File: src/rtl/layer_argmax_classifier.sv
// Running argmax over one frame of output-layer node results.
// Optional ARGMAX_MARGIN_EN adds second-best tracking and out_margin.
module layer_argmax_classifier #(
  parameter int NUM_CLASSES = 10,
  parameter int DATA_W      = 32,
  parameter int IDX_W       = 4
) (
  input  logic              clk,
  input  logic              rst_n,
  input  logic              start,
  input  logic              in_valid,
  input  logic [DATA_W-1:0] in_data,
  output logic              in_ready,
  output logic              out_valid,
  input  logic              out_ready,
  output logic [IDX_W-1:0]  out_digit,
`ifdef ARGMAX_MARGIN_EN
  output logic [DATA_W-1:0] out_margin,
`endif
  output logic [DATA_W-1:0] out_score
);

  typedef enum logic [1:0] {
    S_IDLE,
    S_COLLECT,
    S_HOLD
  } state_e;

  localparam logic [IDX_W-1:0] LAST =
    IDX_W'(NUM_CLASSES - 1);

  state_e            state_q, state_d;
  logic [IDX_W-1:0]  cnt_q, cnt_d;
  logic [DATA_W-1:0] best_q, best_d;
  logic [IDX_W-1:0]  idx_q, idx_d;
  logic [IDX_W-1:0]  digit_q, digit_d;
  logic [DATA_W-1:0] score_q, score_d;

  logic              accept;
  logic              clr;
  logic [DATA_W-1:0] nb_best;
  logic [IDX_W-1:0]  nb_idx;

`ifdef ARGMAX_MARGIN_EN
  localparam logic [DATA_W-1:0] MOST_NEG =
    {1'b1, {(DATA_W-1){1'b0}}};

  logic [DATA_W-1:0] sec_q, sec_d;
  logic [DATA_W-1:0] margin_q, margin_d;
  logic [DATA_W-1:0] nb_sec;
  logic [DATA_W:0]   diff;
`endif

  assign in_ready  = (state_q == S_COLLECT);
  assign out_valid = (state_q == S_HOLD);
  assign out_digit = digit_q;
  assign out_score = score_q;
`ifdef ARGMAX_MARGIN_EN
  assign out_margin = margin_q;
`endif

  // Candidate best/idx after folding in the current beat.
  always_comb begin
    nb_best = best_q;
    nb_idx  = idx_q;
`ifdef ARGMAX_MARGIN_EN
    nb_sec  = sec_q;
`endif
    if (cnt_q == '0) begin
      nb_best = in_data;
      nb_idx  = '0;
`ifdef ARGMAX_MARGIN_EN
      nb_sec  = MOST_NEG;
`endif
    end else if ($signed(in_data) > $signed(best_q)) begin
      nb_best = in_data;
      nb_idx  = cnt_q;
`ifdef ARGMAX_MARGIN_EN
      nb_sec  = best_q;
`endif
    end
`ifdef ARGMAX_MARGIN_EN
    else if ($signed(in_data) > $signed(sec_q)) begin
      nb_sec = in_data;
    end
    diff = {nb_best[DATA_W-1], nb_best}
         - {nb_sec[DATA_W-1], nb_sec};
`endif
  end

  always_comb begin
    state_d  = state_q;
    cnt_d    = cnt_q;
    best_d   = best_q;
    idx_d    = idx_q;
    digit_d  = digit_q;
    score_d  = score_q;
`ifdef ARGMAX_MARGIN_EN
    sec_d    = sec_q;
    margin_d = margin_q;
`endif
    clr      = 1'b0;
    accept   = in_valid && (state_q == S_COLLECT);

    unique case (state_q)
      S_IDLE: begin
        if (start) begin
          state_d = S_COLLECT;
          clr     = 1'b1;
        end
      end
      S_COLLECT: begin
        // A restart wins over any beat presented alongside it.
        if (start) begin
          clr = 1'b1;
        end else if (accept) begin
          best_d = nb_best;
          idx_d  = nb_idx;
`ifdef ARGMAX_MARGIN_EN
          sec_d  = nb_sec;
`endif
          if (cnt_q == LAST) begin
            cnt_d   = '0;
            state_d = S_HOLD;
            digit_d = nb_idx;
            score_d = nb_best;
`ifdef ARGMAX_MARGIN_EN
            margin_d = diff[DATA_W] ? '1
                                    : diff[DATA_W-1:0];
`endif
          end else begin
            cnt_d = cnt_q + 1'b1;
          end
        end
      end
      S_HOLD: begin
        if (out_ready) begin
          if (start) begin
            state_d = S_COLLECT;
            clr     = 1'b1;
          end else begin
            state_d = S_IDLE;
          end
        end
      end
      default: state_d = S_IDLE;
    endcase

    if (clr) begin
      cnt_d  = '0;
      best_d = '0;
      idx_d  = '0;
`ifdef ARGMAX_MARGIN_EN
      sec_d  = '0;
`endif
    end
  end

  always_ff @(posedge clk or negedge rst_n) begin
    if (!rst_n) begin
      state_q  <= S_IDLE;
      cnt_q    <= '0;
      best_q   <= '0;
      idx_q    <= '0;
      digit_q  <= '0;
      score_q  <= '0;
`ifdef ARGMAX_MARGIN_EN
      sec_q    <= '0;
      margin_q <= '0;
`endif
    end else begin
      state_q  <= state_d;
      cnt_q    <= cnt_d;
      best_q   <= best_d;
      idx_q    <= idx_d;
      digit_q  <= digit_d;
      score_q  <= score_d;
`ifdef ARGMAX_MARGIN_EN
      sec_q    <= sec_d;
      margin_q <= margin_d;
`endif
    end
  end

endmodule

File: config.mk
export PLATFORM = sky130hd
export DESIGN_NAME = layer_argmax_classifier
export DESIGN_NICKNAME = d
export VERILOG_FILES = /design/src/rtl/layer_argmax_classifier.sv
export SDC_FILE = /design/constraint.sdc
export NUM_CORES = 1
export LEC_CHECK = 0
export BUFFER_PORTS_ARGS = -buffer_cell sky130_fd_sc_hd__buf_2
export CAP_MARGIN = 10
export CELL_PAD_IN_SITES_DETAIL_PLACEMENT = 1
export CELL_PAD_IN_SITES_GLOBAL_PLACEMENT = 1
export CORE_MARGIN = 4
export CORE_UTILIZATION = 47
export DETAILED_ROUTE_END_ITERATION = 8
export HOLD_SLACK_MARGIN = 0.12
export PLACE_DENSITY = 0.95
export SETUP_SLACK_MARGIN = 0.4
export SYNTH_ARGS = -nofsm -noshare
export SYNTH_HDL_FRONTEND = slang
export SYNTH_SLANG_ARGS = --single-unit
File: constraint.sdc
create_clock -name clk -period 6.1 [get_ports clk]
set_clock_uncertainty 0.05 [all_clocks]
set_input_delay 1.83 -clock clk [delete_from_list [all_inputs] [get_ports clk]]
set_output_delay 1.83 -clock clk [all_outputs]
set_load 0.05 [all_outputs]
==> results.md <==
Clocking:
- The H-tree generated during clock tree synthesis spans 3 levels.
- The later pin in the worst-skew pair is clocked with a latency of 0.37 ns.
- The number of buffers on the longest clock path is 2.
- TritonCTS built the clock tree.
- Clock tree synthesis selected as its root buffer the cell sky130_fd_sc_hd__clkbuf_8.
- The post-CTS setup buffer count is 0.
- For this design, the sink count on the clock tree is 78.
- After clock tree synthesis, the clock-pin slew on the worst setup and hold paths is ~0.090 ns.
- The number of hold buffers added after CTS is 0.
- The count of instances resized after the clock tree is built is 0.
- The TritonCTS buffer count is 9.

Place:
- The number of buffers inserted by port buffering is between 70 and 80.
- The worst slack at placement is approximately 0.95 ns.
- Once detailed placement completed, the half-perimeter wirelength came to roughly 7600 um.
- The congestion estimate from routability-driven global placement came to approximately 0.79.
- The number of cells in the design after placement is 562.

Drt:
- The detailed router finished its first iteration with 131 violations.
- The total number of vias is roughly 3300.
- For this block, the routed nets add up to 10850 um of wire.
- The per-cell via count in the routed design is ~5.8.
- Before antenna repair, the detailed router went through 4 iterations.
- For this run, design rule violations remaining after detail routing come to 0.
- The residual antenna-violating net count after detailed routing is 0.
- The routed length per placed instance is about 19 um.

Setup path:
- The most frequent cell on the critical path is sky130_fd_sc_hd__a21oi_1.
- The largest stage delay on the critical path is 0.87 ns.
- In this run the worst path has a maximum fanout of 36.
- The endpoint class of the critical path is a flip-flop.
- At the worst endpoint, the required time is between 6 and 7 ns.
- STA classifies the critical path startpoint as a primary input.
- Traced cell by cell, the critical path runs through buf_2 > ha_1 > a21oi_1 > nand2_1 > a221oi_1 > nor3b_4 > a2111o_1 > nand2_2 > mux2i_1 > a21oi_1.
- The library cell contributing the largest single delay on the critical path is sky130_fd_sc_hd__nand2_2.
- The critical path data arrival time is 4.94 ns.
- The start-to-end type of the worst setup path is primary input to flip-flop.

Logic synthesis:
- After synthesis, flip-flops and latches occupy 46.54% of the total area.
- The cell area after technology mapping is 4194 um^2.
- The number of storage elements in the synthesis netlist is 78.
- The net count of the mapped netlist is about 470.
- The dominant register cell in the synthesized netlist is sky130_fd_sc_hd__dfrtp_1.
- The async set or reset register ratio after synthesis is between 90% and 100%.
- The count of flip-flops with a built-in enable after synthesis is 0.
- Yosys mapped the design onto 50 distinct sky130hd cell types.
- The average cell area after synthesis is 10.54 um^2.
- The number of synthesis warnings is 0.
- The instance count of the mapped netlist is between 300 and 400.

Power:
- The static leakage power is 0.002370 uW.
- Across the VDD grid, the largest voltage drop is between 0.1 and 0.15 mV.
- The total chip power is 1221 uW.
- Dividing total power by cell area gives a power density of 252.6 nW/um^2.

Timing:
- The number of pins with negative max-slew slack in the final report is 0.
- The final number of hold-violating endpoints is 0.
- Headroom to the max-slew limit came out at 20.70%.
- Setup violations remaining at the end of the flow were counted as 0.
- Across all setup checks in the final design, the least slack found is 1.331 ns.
- The worst hold slack is about 0.46 ns.
- For the pin with the worst max-slew slack, the measured transition is about 1.2 ns.
- The final worst-path cycle share is between 70% and 80%.
- The fmax is 209.7 MHz.
- Setup repair after global routing left no endpoint under its margin.
- The post-route minimum period is around 4.8 ns.
- Adding up every negative setup slack in the final design gives 0 ns.

Cells and area:
- At the end of the flow, the number of nets in the layout was between 500 and 600.
- The layout overhead on the synthesized area is 15.21%.
- The flip-flop and latch area is roughly 2000 um^2.
- In the final layout, the share of cells above drive strength 1 is a little under a quarter.
- Leaving out filler cells and counting taps, the final layout contains 579.
- Counting the fill cells in the layout gives a little under 1000.
- The commonest non-fill, non-tap cell in the layout is sky130_fd_sc_hd__dfrtp_1.
- The footprint of the multi-input gates is roughly 2000 um^2.
- Leaving out fill and tap cells, the most frequent cells in the layout are 78 x sky130_fd_sc_hd__dfrtp_1, 73 x sky130_fd_sc_hd__buf_2, 46 x sky130_fd_sc_hd__a21oi_1.

Status:
- The run finished with clean final reports.

Floorplanning:
- The die is between 100 and 150 um wide.
- The die boundary height is approximately 100 um.
- The I/O pin count is 75.
- After floorplanning, the core was sized to cover just under 9000 um^2.
- The floorplan die area is between 10000 and 15000 um^2.
- The starting density of the core is approximately half.
- The number of cell rows is 34.

Global route:
- The largest net degree at the start of global routing is between 70 and 80.
- The number of global-route vias before repair was ~3700.
- For this run, the total global-route usage over all layers was measured as a little under a quarter.
- The first global-routing pass estimated between 15000 and 20000 um of wire.
- The global route total overflow is 0.
- The number of antenna violations at the first check in global routing is 0.

Job:
- Max-cap violations in this run came to 0.

Hold path:
- The worst hold path class is flip-flop to flip-flop.
## metrics by stage
stage	util, %	cell area [um^2]
2_1_floorplan	-	4194
5_1_grt	55.38	4830
6_report	55.41	4832
3_5_place_dp	52.81	4606
3_3_place_gp	52.81	4606
4_1_cts	55.38	4830
## where the power goes
group | internal (uW) | switching, uW | total [uW]
Sequential | 537 | 19.3 | 557
Clock | 242 | 204 | 446
Combinational | 89.4 | 129 | 218
## Yosys cell counts (3+ instances only)
library cell	instances	area (um^2)
sky130_fd_sc_hd__dfrtp_1	78	1952
sky130_fd_sc_hd__a21oi_1	46	230.2
sky130_fd_sc_hd__nor2_1	41	153.9
sky130_fd_sc_hd__inv_1	39	146.4
sky130_fd_sc_hd__a22o_1	32	280.3
sky130_fd_sc_hd__ha_1	32	400.4
sky130_fd_sc_hd__mux2i_1	32	320.3
sky130_fd_sc_hd__nand2_1	14	52.55
sky130_fd_sc_hd__clkbuf_1	11	41.29
sky130_fd_sc_hd__nand3_1	9	45.04
sky130_fd_sc_hd__o21ai_0	5	25.02
sky130_fd_sc_hd__nor2b_1	4	25.02
sky130_fd_sc_hd__buf_2	3	15.01
sky130_fd_sc_hd__buf_4	3	22.52
sky130_fd_sc_hd__buf_6	3	33.78
sky130_fd_sc_hd__nand4_1	3	18.77
sky130_fd_sc_hd__o211ai_1	3	22.52
## metal layers
layer / global-route usage, % / wire length, um
met1: 27.68 / 4583
met2: 39.57 / 5553
met3: 4.164 / 501
met4: 7.871 / 209
met5: 0 / 0
## final cells by class
type,instances,area share [%]
sequential,78,40.39
inverter,39,3.030
multi-input combinational,261,41.07
clock inverter,5,1.709
timing repair buffer,76,8.027
tap,108,2.796
clock buffer,11,2.926
antenna,1,0.05179
## logic make-up (layout without fill, tap and decap cells)
family / after synthesis / in the layout / synth area share [%]
AO/OA/AOI/OAI: 107 / 107 / 18.53
AND/OR/NAND/NOR: 88 / 88 / 11.16
flip-flops: 78 / 78 / 46.54
buffers and inverters: 59 / 131 / 6.175
adder cells (fa/ha/maj): 32 / 32 / 9.546
multiplexers: 32 / 32 / 7.637
XOR/XNOR: 2 / 2 / 0.4177
other: 0 / 1 / 0
## worst paths after layout
path / start / endpoint / slack, ns / depth (start not counted)
min reg2reg: idx_q[1]$_DFFE_PN0P_ / idx_q[1]$_DFFE_PN0P_ / 0.46 / 1
min: idx_q[1]$_DFFE_PN0P_ / idx_q[1]$_DFFE_PN0P_ / 0.46 / 1
max in group asynchronous: rst_n / idx_q[2]$_DFFE_PN0P_ / 3.76 / 1
max reg2reg: best_q[10]$_DFFE_PN0P_ / out_score[24]$_DFFE_PN0P_ / 2.50 / 10
max: in_data[10] / out_score[24]$_DFFE_PN0P_ / 1.33 / 10
min in group asynchronous: rst_n / out_score[5]$_DFFE_PN0P_ / 1.56 / 1
## state kept, by name, summed over array words and instances, names as in the netlist
name       cells
state_q        2
idx_q          4
out_digit      4
cnt_q          4
best_q        32
out_score     32
## worst max-delay path, delay by kind of cell
family	cells	cell delay, ns
AOI/OAI and AO/OA	4	1.22
adders and majority gates	1	0.33
buffers and inverters	1	0.12
muxes	1	0.37
and+or+nand+nor	3	1.06
(Power assumes the default switching activity.)
